==> src/rtl/mod_switches_db.sv <==
// Debounced switch/button peripheral: 2-flop sync + per-channel debounce, sticky edge flags, maskable irq.
// Optional macro MOD_SWITCHES_DB_RAW_EN exposes the synchronised raw inputs at register 11.

module mod_switches_db_lane #(
    parameter int CNT_W           = 16,
    parameter int DEBOUNCE_CYCLES = 50000,
    parameter int EDGE_MODE       = 0
) (
    input  logic clk,
    input  logic rst,
    input  logic raw,
    output logic s2,
    output logic state,
    output logic ev
);
    localparam logic [CNT_W-1:0] LAST = CNT_W'(DEBOUNCE_CYCLES - 1);
    localparam logic [CNT_W-1:0] ONE  = CNT_W'(1);

    logic             s1;
    logic [CNT_W-1:0] cnt;
    logic             accept;

    // a change is accepted once s2 has disagreed with state for DEBOUNCE_CYCLES edges in a row
    assign accept = (s2 != state) && (cnt == LAST);

    always_ff @(posedge clk or posedge rst) begin
        if (rst) begin
            s1    <= 1'b0;
            s2    <= 1'b0;
            state <= 1'b0;
            cnt   <= '0;
        end else begin
            s1 <= raw;
            s2 <= s1;
            if (s2 == state) begin
                cnt <= '0;
            end else if (accept) begin
                state <= s2;
                cnt   <= '0;
            end else begin
                cnt <= cnt + ONE;
            end
        end
    end

    generate
        if (EDGE_MODE == 0) begin : g_rise
            assign ev = accept & s2;
        end else if (EDGE_MODE == 1) begin : g_fall
            assign ev = accept & ~s2;
        end else begin : g_both
            assign ev = accept;
        end
    endgenerate
endmodule

module mod_switches_db #(
    parameter int N               = 8,
    parameter int CNT_W           = 16,
    parameter int DEBOUNCE_CYCLES = 50000,
    parameter int EDGE_MODE       = 0
) (
    input  logic         clk,
    input  logic         rst,
    input  logic         ie,
    input  logic         de,
    input  logic [31:0]  iaddr,
    input  logic [31:0]  daddr,
    input  logic [1:0]   drw,
    input  logic [31:0]  din,
    output logic [31:0]  iout,
    output logic [31:0]  dout,
    input  logic [N-1:0] switches,
    output logic         irq
);
    logic [N-1:0] s2;
    logic [N-1:0] state;
    logic [N-1:0] ev;
    logic [N-1:0] edge_q;
    logic [N-1:0] mask_q;
    logic [N-1:0] clr;
    logic         wr;
    logic [31:0]  state_w, edge_w, mask_w;
    logic         unused_ok;

    for (genvar i = 0; i < N; i++) begin : g_lane
        mod_switches_db_lane #(
            .CNT_W          (CNT_W),
            .DEBOUNCE_CYCLES(DEBOUNCE_CYCLES),
            .EDGE_MODE      (EDGE_MODE)
        ) u_lane (
            .clk  (clk),
            .rst  (rst),
            .raw  (switches[i]),
            .s2   (s2[i]),
            .state(state[i]),
            .ev   (ev[i])
        );
    end

    assign wr  = de & drw[0];
    assign clr = (wr && daddr[3:2] == 2'b01) ? din[N-1:0] : '0;

    always_ff @(posedge clk or posedge rst) begin
        if (rst) begin
            edge_q <= '0;
            mask_q <= '0;
        end else begin
            // a new event on a bit being cleared in the same cycle keeps the flag set
            edge_q <= (edge_q & ~clr) | ev;
            if (wr && daddr[3:2] == 2'b10)
                mask_q <= din[N-1:0];
        end
    end

    assign irq  = |(edge_q & mask_q);
    assign iout = '0;

    always_comb begin
        state_w         = '0;
        edge_w          = '0;
        mask_w          = '0;
        state_w[N-1:0]  = state;
        edge_w[N-1:0]   = edge_q;
        mask_w[N-1:0]   = mask_q;
    end

`ifdef MOD_SWITCHES_DB_RAW_EN
    logic [31:0] raw_w;

    always_comb begin
        raw_w        = '0;
        raw_w[N-1:0] = s2;
    end

    always_comb begin
        dout = '0;
        if (de) begin
            case (daddr[3:2])
                2'b00:   dout = state_w;
                2'b01:   dout = edge_w;
                2'b10:   dout = mask_w;
                default: dout = raw_w;
            endcase
        end
    end

    assign unused_ok = ^{ie, iaddr, daddr[31:4], daddr[1:0], drw[1], din};
`else
    always_comb begin
        dout = '0;
        if (de) begin
            case (daddr[3:2])
                2'b00:   dout = state_w;
                2'b01:   dout = edge_w;
                2'b10:   dout = mask_w;
                default: dout = '0;
            endcase
        end
    end

    assign unused_ok = ^{ie, iaddr, daddr[31:4], daddr[1:0], drw[1], din, s2};
`endif
endmodule

==> config.mk <==
export PLATFORM = sky130hd
export DESIGN_NAME = mod_switches_db
export DESIGN_NICKNAME = d
export VERILOG_FILES = /design/src/rtl/mod_switches_db.sv
export SDC_FILE = /design/constraint.sdc
export NUM_CORES = 1
export LEC_CHECK = 0
export CAP_MARGIN = 20
export CELL_PAD_IN_SITES_DETAIL_PLACEMENT = 0
export CELL_PAD_IN_SITES_GLOBAL_PLACEMENT = 1
export CORE_ASPECT_RATIO = 0.5
export CORE_MARGIN = 1.5
export CORE_UTILIZATION = 37
export DETAILED_ROUTE_END_ITERATION = 10
export PLACE_DENSITY = 0.79
export SYNTH_ARGS = -nofsm -noshare
export SYNTH_HDL_FRONTEND = slang
export SYNTH_HIERARCHICAL = 1
export SYNTH_SLANG_ARGS = --single-unit
==> constraint.sdc <==
create_clock -name clk -period 1.4 [get_ports clk]
set_input_delay 0.21 -clock clk [delete_from_list [all_inputs] [get_ports clk]]
set_output_delay 0.21 -clock clk [all_outputs]
set_load 0.005 [all_outputs]
======== After elaboration in Yosys (flattened, before gate mapping) ========
Index checks and enable logic that the tools add are counted.
storage, ports and cells
  bits in registers ....................... 168
  logic and storage cells ................. 128
cells by class
  $add $sub $neg .......................... 8
  eq/ne operators ......................... 26
  mux-type cells .......................... 19
  bitwise gates (word level) .............. 21
  reduce and logical (&&, ||, !) cells .... 20
operator list
  cell                                           number
  two-way mux 16 bit                             16
  adder 16 x 1 -> 16 bit, second input constant  8
  == test 16 bit, second input constant          8
  one-hot mux 8 bit (3 select lines)             1
  bitwise AND 8 bit                              2
  two-way mux 8 bit                              2
  AND reduction 2 bit                            8
  logical AND 1 bit                              10
  bitwise AND 1 bit                              9
  == test 1 bit                                  8
  != test 1 bit                                  8
  inverter 1 bit                                 8
  inverter 8 bit                                 1
  bitwise OR 8 bit                               1
  OR reduction 8 bit                             1
  == test 2 x 1 -> 1 bit, second input constant  1
  == test 2 bit, second input constant           1
  logical NOT 2 bit                              1

======== Longest topological paths before layout ========
Gate-level depths: netlist of the first run.
  depth in word-level cells ............... 6
  depth in mapped cells ................... 6

======== Modules after synthesis ========
The synthesis of the first run kept the hierarchy.
modules (own cells, without submodules)
  module                times used  cells an instance  area an instance (sq um)
  mod_switches_db_lane  8           90                 950.9
  mod_switches_db       1           143                1340.0

======== Least setup slack after synthesis of the first run ========
OpenSTA, ideal clock, no wires.
  path kind ............................... register to register
  start point ............................. reg g_lane[0].u_lane.cnt[0]
  end point ............................... reg g_lane[0].u_lane.state
  library setup time ...................... 0.125 ns
  arrival ................................. 1.292 ns
  path slack .............................. -0.017 ns
  stages on the path, launching flop included .. 5
  path buffers ............................ 0
  clock period less this slack ............ 1.417 ns
  cell sequence ........................... dfrtp_1 > ha_1 > and3_2 > nand4_2 > mux2_2
on the way
  word-level cells in the longest chain between the ends .. 3
ends and longest elaborated chain
  item                                  line  text
  start, declared                       20    logic [CNT_W-1:0] cnt;
  start signal, assigned                41    cnt <= cnt + ONE;
  == test 16 bit                        24    assign accept = (s2 != state) && (cnt == LAST);
  logical AND 1 bit                     24
  AND reduction 2 bit (no source line)  -
  end signal, assigned                  30    state <= 1'b0;
  end signal, assigned                  38    state <= s2;
  end, declared                         13    output logic state,
No other way between the ends.
A chain may end at the register's enable or synchronous reset.

======== Worst setup path in the final report of the first run ========
  start point ............................. reg edge_q[5]
  end point ............................... out irq
on the way
  word-level cells in the longest chain between the ends .. 2
ends and longest elaborated chain
  item                    line  text
  start, declared         79    logic [N-1:0] edge_q;
  start signal, assigned  110   edge_q <= (edge_q & ~clr) | ev;
  bitwise AND 8 bit       116   assign irq = |(edge_q & mask_q);
  OR reduction 8 bit      116
  end, declared           74    output logic irq
No other way between the ends.

==> flow_summary_export.csv, run 1 <==
group,metric,value,unit
drt,drtIter0Drc,275,
die,initial_utilization,38.44,%
sta,setup_ws,-0.1766,ns
sta,max_freq,0.6343,GHz
die,ios,175,
power,p_total,0.01069,W
clock_network,cts_inserted_buffers,17,
synthesis,yosysWarnings,6,
global_routing,track_usage,15.92,%
sta,hold_viol,0,
cells_and_area,final_common_cell,"dfrtp_1",
min_path,min_path_type,"input pin to asynchronous set/reset pin",
drt,route.vias.total,6925,
setup_path,critPathMaxStageDelay,0.38,ns
setup_path,r2r_slack,-0.11,ns
synthesis,syn_avg_cell_area,10.37,µm²
setup_path,cpLargestDelayFamily,"flip-flops",
sta,grt_setup_unrepaired,"yes",
outcome,violations,"negative setup slack",
setup_path,slowest_stage,"dfrtp_1",
sta,setup_violations,84,
setup_path,crit_path_end_kind,"primary output",
die,core_area,23280,µm²
die,die_w,222.9,µm
cells_and_area,mostFrequentLayoutCells,"dfrtp_1, buf_4, xnor2_1",
cells_and_area,antenna_cells,0,
drt,antenna_left,0,
drt,routed_via_density,4.939,
die,die_y,113.0,µm
setup_path,crit_buf_inv,2,
cells_and_area,layout-drive-gt1-share,45.57,%
clock_network,clk-insertion-delay-late,0.44,ns
global_routing,grt_pass1_vias,6895,
setup_path,critical_path_class,"flip-flop to primary output",
clock_network,clkSlewWorstSetupHoldPaths,0.07,ns
clock_network,ctsHoldBuffers,0,
placed_design,dp_slack,-0.6817,ns
setup_path,crit_chain,"buf_4 > a22oi_2 > nand4_1 > buf_2",
outcome,status,"finished, violations left",
power,irDropWorstVdd,485.2,µV
sta,post-route-period-util,112.6,%
drt,drt-total-wl,21210,µm
global_routing,grt_antenna_before_repair,0,
setup_path,crit_cells,4,
clock_network,h-tree-depth,4,
cells_and_area,stdcell_count,1402,
die,fp.dieArea,25180,µm²
power,p_leak,5.604,nW
setup_path,cp.arrival,1.37,ns
placed_design,detailed_place_hpwl,13300,µm
clock_network,clock_sinks,168,
clock_network,cts_max_path_buffers,2,
synthesis,syn_inst,863,
sta,tns,-3.885,ns
synthesis,synth_cell_type_count,38,
global_routing,overflow,0,
drt,remaining_drc_errors,0,
placed_design,io_buffers,30,
sta,fin_crit,1.577,ns
global_routing,grt_max_degree,20,
power,pwr_density_cell,818.0,nW/µm²
cells_and_area,areaGrowthSynthToFinish,46.02,%
flow_run,cap_violations,0,
synthesis,syn-cell-area,8947,µm²
sta,fin_skew,0.01266,ns
drt,dr.pass1.iters,4,
synthesis,ys_seq_elements,168,
sta,drv_slew,0,
setup_path,worst-path-max-fanout,2,
synthesis,seq_area_frac_synth,46.99,%
clock_network,cts_root_buffer,"clkbuf_16",
placed_design,dp_cells,1341,
setup_path,start_kind,"flip-flop",
placed_design,gp_congestion,0.8070,
clock_network,cts_tree,"yes",
setup_path,r2r_cells,6,
drt,wl_per_cell,15.13,µm
die,rows,39,
setup_path,cp_data_required_time,1.19,ns
cells_and_area,layout.nets,1200,
global_routing,grt_pass1_wl,32640,µm
-- synth_stat cells --
cell type / instances / area [µm²]
nand2_2: 8 / 50.05
nand3b_1: 7 / 52.55
buf_2: 11 / 55.05
nand4_2: 24 / 300.3
buf_4: 57 / 427.9
nor3_1: 48 / 240.2
inv_1: 41 / 153.9
buf_6: 8 / 90.09
xnor2_1: 96 / 840.8
mux2i_1: 8 / 80.08
o21ai_0: 8 / 40.04
nand2b_1: 1 / 6.260
nor4_2: 16 / 200.2
conb_1: 1 / 3.750
and3_2: 8 / 60.06
and4bb_2: 8 / 100.1
xor2_1: 16 / 140.1
ha_1: 8 / 100.1
and4b_1: 1 / 10.01
clkbuf_1: 1 / 3.750
a21o_1: 8 / 60.06
nor4bb_1: 8 / 80.08
a31o_2: 8 / 70.07
mux2_2: 16 / 180.2
and3_1: 8 / 50.05
dfrtp_1: 168 / 4204
nor2_2: 8 / 50.05
and2_1: 7 / 43.79
nand3_4: 1 / 17.52
a21oi_1: 8 / 40.04
nand4_1: 33 / 206.5
nor3b_1: 8 / 60.06
a22oi_1: 4 / 30.03
nand2_1: 32 / 120.1
nor2_1: 128 / 480.5
nor2b_4: 1 / 13.76
nand3_1: 33 / 165.2
nor4b_2: 8 / 120.1
-- per-layer routing --
layer | track usage (%) | vias to the layer above | wire, µm
met5 | 0 | - | 0
met4 | 4.218 | 0 | 274
met3 | 3.376 | 24 | 510
met2 | 28.81 | 106 | 11280
met1 | 19.35 | 3504 | 9150
li1 | - | 3291 | -
-- power by group --
part	switching [W]	internal, W
sequential	0.000141	0.00498
combinational	0.000518	0.000469
clock	0.00209	0.00248
total	0.00275	0.00794
-- registers in the layout (all words and copies together) (netlist names) --
register             count
edge_q                   8
g_lane.u_lane/cnt      128
g_lane.u_lane/s1         8
g_lane.u_lane/s2         8
g_lane.u_lane/state      8
mask_q                   8
-- path summary, 6_finish.rpt --
path                                                          from                                 end
max in group asynchronous                                      rst   g_lane[3].u_lane/cnt[8]$_DFF_PP0_
worst max register to register  g_lane[1].u_lane/cnt[11]$_DFF_PP0_  g_lane[1].u_lane/cnt[12]$_DFF_PP0_
worst min-delay path                                           rst                 edge_q[7]$_DFF_PP0_
worst max-delay path                           edge_q[5]$_DFF_PP0_                                 irq
min in group clk                                       switches[3]       g_lane[3].u_lane/s1$_DFF_PP0_
worst min register to register       g_lane[3].u_lane/s1$_DFF_PP0_       g_lane[3].u_lane/s2$_DFF_PP0_
-- kinds of logic after synthesis --
group,count (synthesis),synth area share [%]
xor+xnor,112,10.96
simple gates,396,27.13
other cells,1,0.04191
flops,168,46.99
fa+ha+maj,8,1.119
buf+inv,118,8.167
mux,24,2.909
compound gates,36,2.685
-- cell type report --
| class | count | area (µm²) |
|---|---|---|
| Clock inverter | 15 | 142.6 |
| Multi-Input combinational cell | 632 | 5675 |
| Tap cell | 307 | 384.1 |
| Clock buffer | 17 | 425.4 |
| Fill cell | 1846 | 10210 |
| Timing Repair Buffer | 222 | 2073 |
| Inverter | 41 | 153.9 |
| Sequential cell | 168 | 4210 |
-- stage by stage --
stage          util (%)  hold slack (ns)  area (µm²)
5_1_grt           56.13           0.1612       13070
3_3_place_gp      45.89           0.3350       10680
2_1_floorplan         -           0.1237        9174
4_1_cts           49.58           0.1372       11540
3_5_place_dp      45.89           0.3373       10680
6_report          56.13           0.1608       13070
-- tightest hold or removal path, cell delays in order --
cell and delay [ns]:
clkdlybuf4s50_1 0.40, buf_4 0.20, inv_1 0.13
-- timing repair --
action                                  in CTS  in global routing
buffers inserted                            10                 13
cloned                                       2                  7
resized for setup                           87                277
pin swaps                                   38                150
endpoints found under the setup margin      97                139
(Power assumes the default switching activity.)
==> run 2, diff against run 1 <==
Settings changed: CTS_CLUSTER_DIAMETER set to 50.
==> results of run 2 <==
The final DEF is identical to that of run 1; final timing and power are the same.
==> run 3, diff against run 2 <==
Settings changed: CAP_MARGIN 20 to not set, CORE_MARGIN 1.5 to not set.
==> run 3 against run 2 <==
The flow still finishes with violations (negative setup slack). Count of clock-buffer cells in the layout did not move. Worst hold slack improved by 0.051 ns. Core utilization rose by 0.51 points. Worst setup slack got worse by 0.063 ns. Non-clock buffer count rose by 7. Critical endpoint unchanged.
==> flow_summary_export.csv, run 3 (synthesized netlist as in run 1, its figures left out) <==
group,metric,value,unit
cells_and_area,stdcell_count,1410,
die,fp.dieArea,24850,µm²
power,irDropWorstVdd,752.6,µV
clock_network,clkSlewWorstSetupHoldPaths,0.07,ns
setup_path,crit_chain,"buf_6 > a22oi_2 > nand4_1 > buf_2",
setup_path,critPathMaxStageDelay,0.40,ns
setup_path,worst-path-max-fanout,2,
setup_path,r2r_start,"g_lane[2].u_lane/cnt[0]$_DFF_PP0_",
drt,dr.pass1.iters,4,
sta,setup_ws,-0.2397,ns
placed_design,io_buffers,30,
clock_network,cts_inserted_buffers,17,
clock_network,cts_root_buffer,"clkbuf_16",
sta,drv_slew,0,
die,initial_utilization,38.44,%
power,p_total,0.01092,W
clock_network,ctsHoldBuffers,0,
drt,wl_per_cell,15.37,µm
placed_design,gp_congestion,0.8199,
min_path,min_from,"switches[3]",
global_routing,grt_pass1_wl,32750,µm
sta,grt_setup_unrepaired,"yes",
clock_network,h-tree-depth,4,
cells_and_area,layout.nets,1207,
setup_path,r2r_cells,5,
setup_path,start_kind,"flip-flop",
cells_and_area,areaGrowthSynthToFinish,47.34,%
setup_path,cp.arrival,1.43,ns
sta,max_freq,0.6099,GHz
cells_and_area,layout-drive-gt1-share,48.09,%
drt,drtIter0Drc,399,
die,ios,175,
die,die_y,112.0,µm
cells_and_area,nFillCells,1806,
clock_network,clock_sinks,168,
drt,routed_via_density,4.962,
global_routing,grt_antenna_before_repair,1,
cells_and_area,final_common_cell,"buf_4",
setup_path,crit_cells,4,
sta,fin_crit,1.640,ns
cells_and_area,regArea,4214,µm²
sta,hold_viol,0,
flow_run,cap_violations,0,
drt,remaining_drc_errors,0,
sta,post-route-period-util,117.1,%
cells_and_area,max_flop_register,"g_lane.u_lane/cnt",
global_routing,grt_max_degree,20,
min_path,holdPathStages,1,
placed_design,detailed_place_hpwl,13430,µm
setup_path,cp_data_required_time,1.19,ns
min_path,min_path_type,"input pin to flip-flop",
placed_design,dp_cells,1344,
drt,antenna_left,0,
sta,fin_skew,0.008884,ns
outcome,status,"finished, violations left",
global_routing,grt_pass1_vias,6876,
clock_network,clk-insertion-delay-late,0.43,ns
global_routing,overflow,0,
global_routing,track_usage,16.47,%
clock_network,cts_tree,"yes",
outcome,violations,"negative setup slack",
die,die_w,221.9,µm
drt,route.vias.total,6997,
setup_path,cpLargestDelayFamily,"flip-flops",
die,core_area,23280,µm²
cells_and_area,mostFrequentLayoutCells,"buf_4, dfrtp_1, nor2_4",
die,rows,39,
cells_and_area,largest_reg_flops,128,
cells_and_area,fin_util,56.64,%
setup_path,crit_buf_inv,2,
cells_and_area,multiInputGateArea,5713,µm²
power,p_leak,5.508,nW
drt,drt-total-wl,21670,µm
setup_path,slowest_stage,"dfrtp_1",
setup_path,crit_path_end_kind,"primary output",
power,pwr_density_cell,828.4,nW/µm²
clock_network,cts_max_path_buffers,2,
setup_path,critical_path_class,"flip-flop to primary output",
sta,setup_violations,124,
setup_path,crit_start,"edge_q[2]$_DFF_PP0_",
[run 3: per-stage QoR]
step / instance area (µm²) / hold slack (ns) / setup WS (ns) / TNS (ns)
final: 13180 / 0.2118 / -0.2397 / -8.374
after global routing: 13180 / 0.1882 / -0.3210 / -17.66
after CTS: 11750 / 0.1962 / -0.2525 / -5.568
after global placement: 10700 / 0.3342 / -0.7105 / -15.41
after detailed placement: 10700 / 0.3365 / -0.7334 / -16.47
after floorplan: 9174 / 0.1237 / 0.02327 / 0
[run 3: layout make-up]
class	count	area share (%)
well taps	307	2.914
diodes	1	0.01898
multi-input cells	632	43.34
flip-flops and latches	168	31.97
clock inverters	15	1.319
repair buffers	229	16.05
inverters	41	1.167
clock buffers	17	3.227
[run 3: final timing paths]
check | end | slack (ns)
hold / removal | g_lane[3].u_lane/s1$_DFF_PP0_ | 0.21
max in group asynchronous | g_lane[3].u_lane/cnt[4]$_DFF_PP0_ | 0.72
setup reg to reg | g_lane[2].u_lane/cnt[13]$_DFF_PP0_ | -0.14
setup / recovery | irq | -0.24
min in group asynchronous | mask_q[6]$_DFFE_PP0P_ | 0.39
hold reg to reg | g_lane[7].u_lane/s2$_DFF_PP0_ | 0.35
[run 3: per-layer routing]
metal,global-route usage (%),share of wire [%]
met4,5.556,1.8
met1,20.04,43
met2,29.06,53
met5,0,0
met3,3.537,2.3
[run 3: report_power, final]
group	internal [W]	switching, W
sequential	0.00498	0.000145
clock	0.00256	0.00222
combinational	0.000476	0.000534
total	0.00802	0.00290
[run 3: repair_timing]
item	4_1_cts	5_1_grt
setup buffers	17	12
resized for setup	104	289
setup endpoints to repair	137	147
gates cloned	3	5
pin swaps	50	148
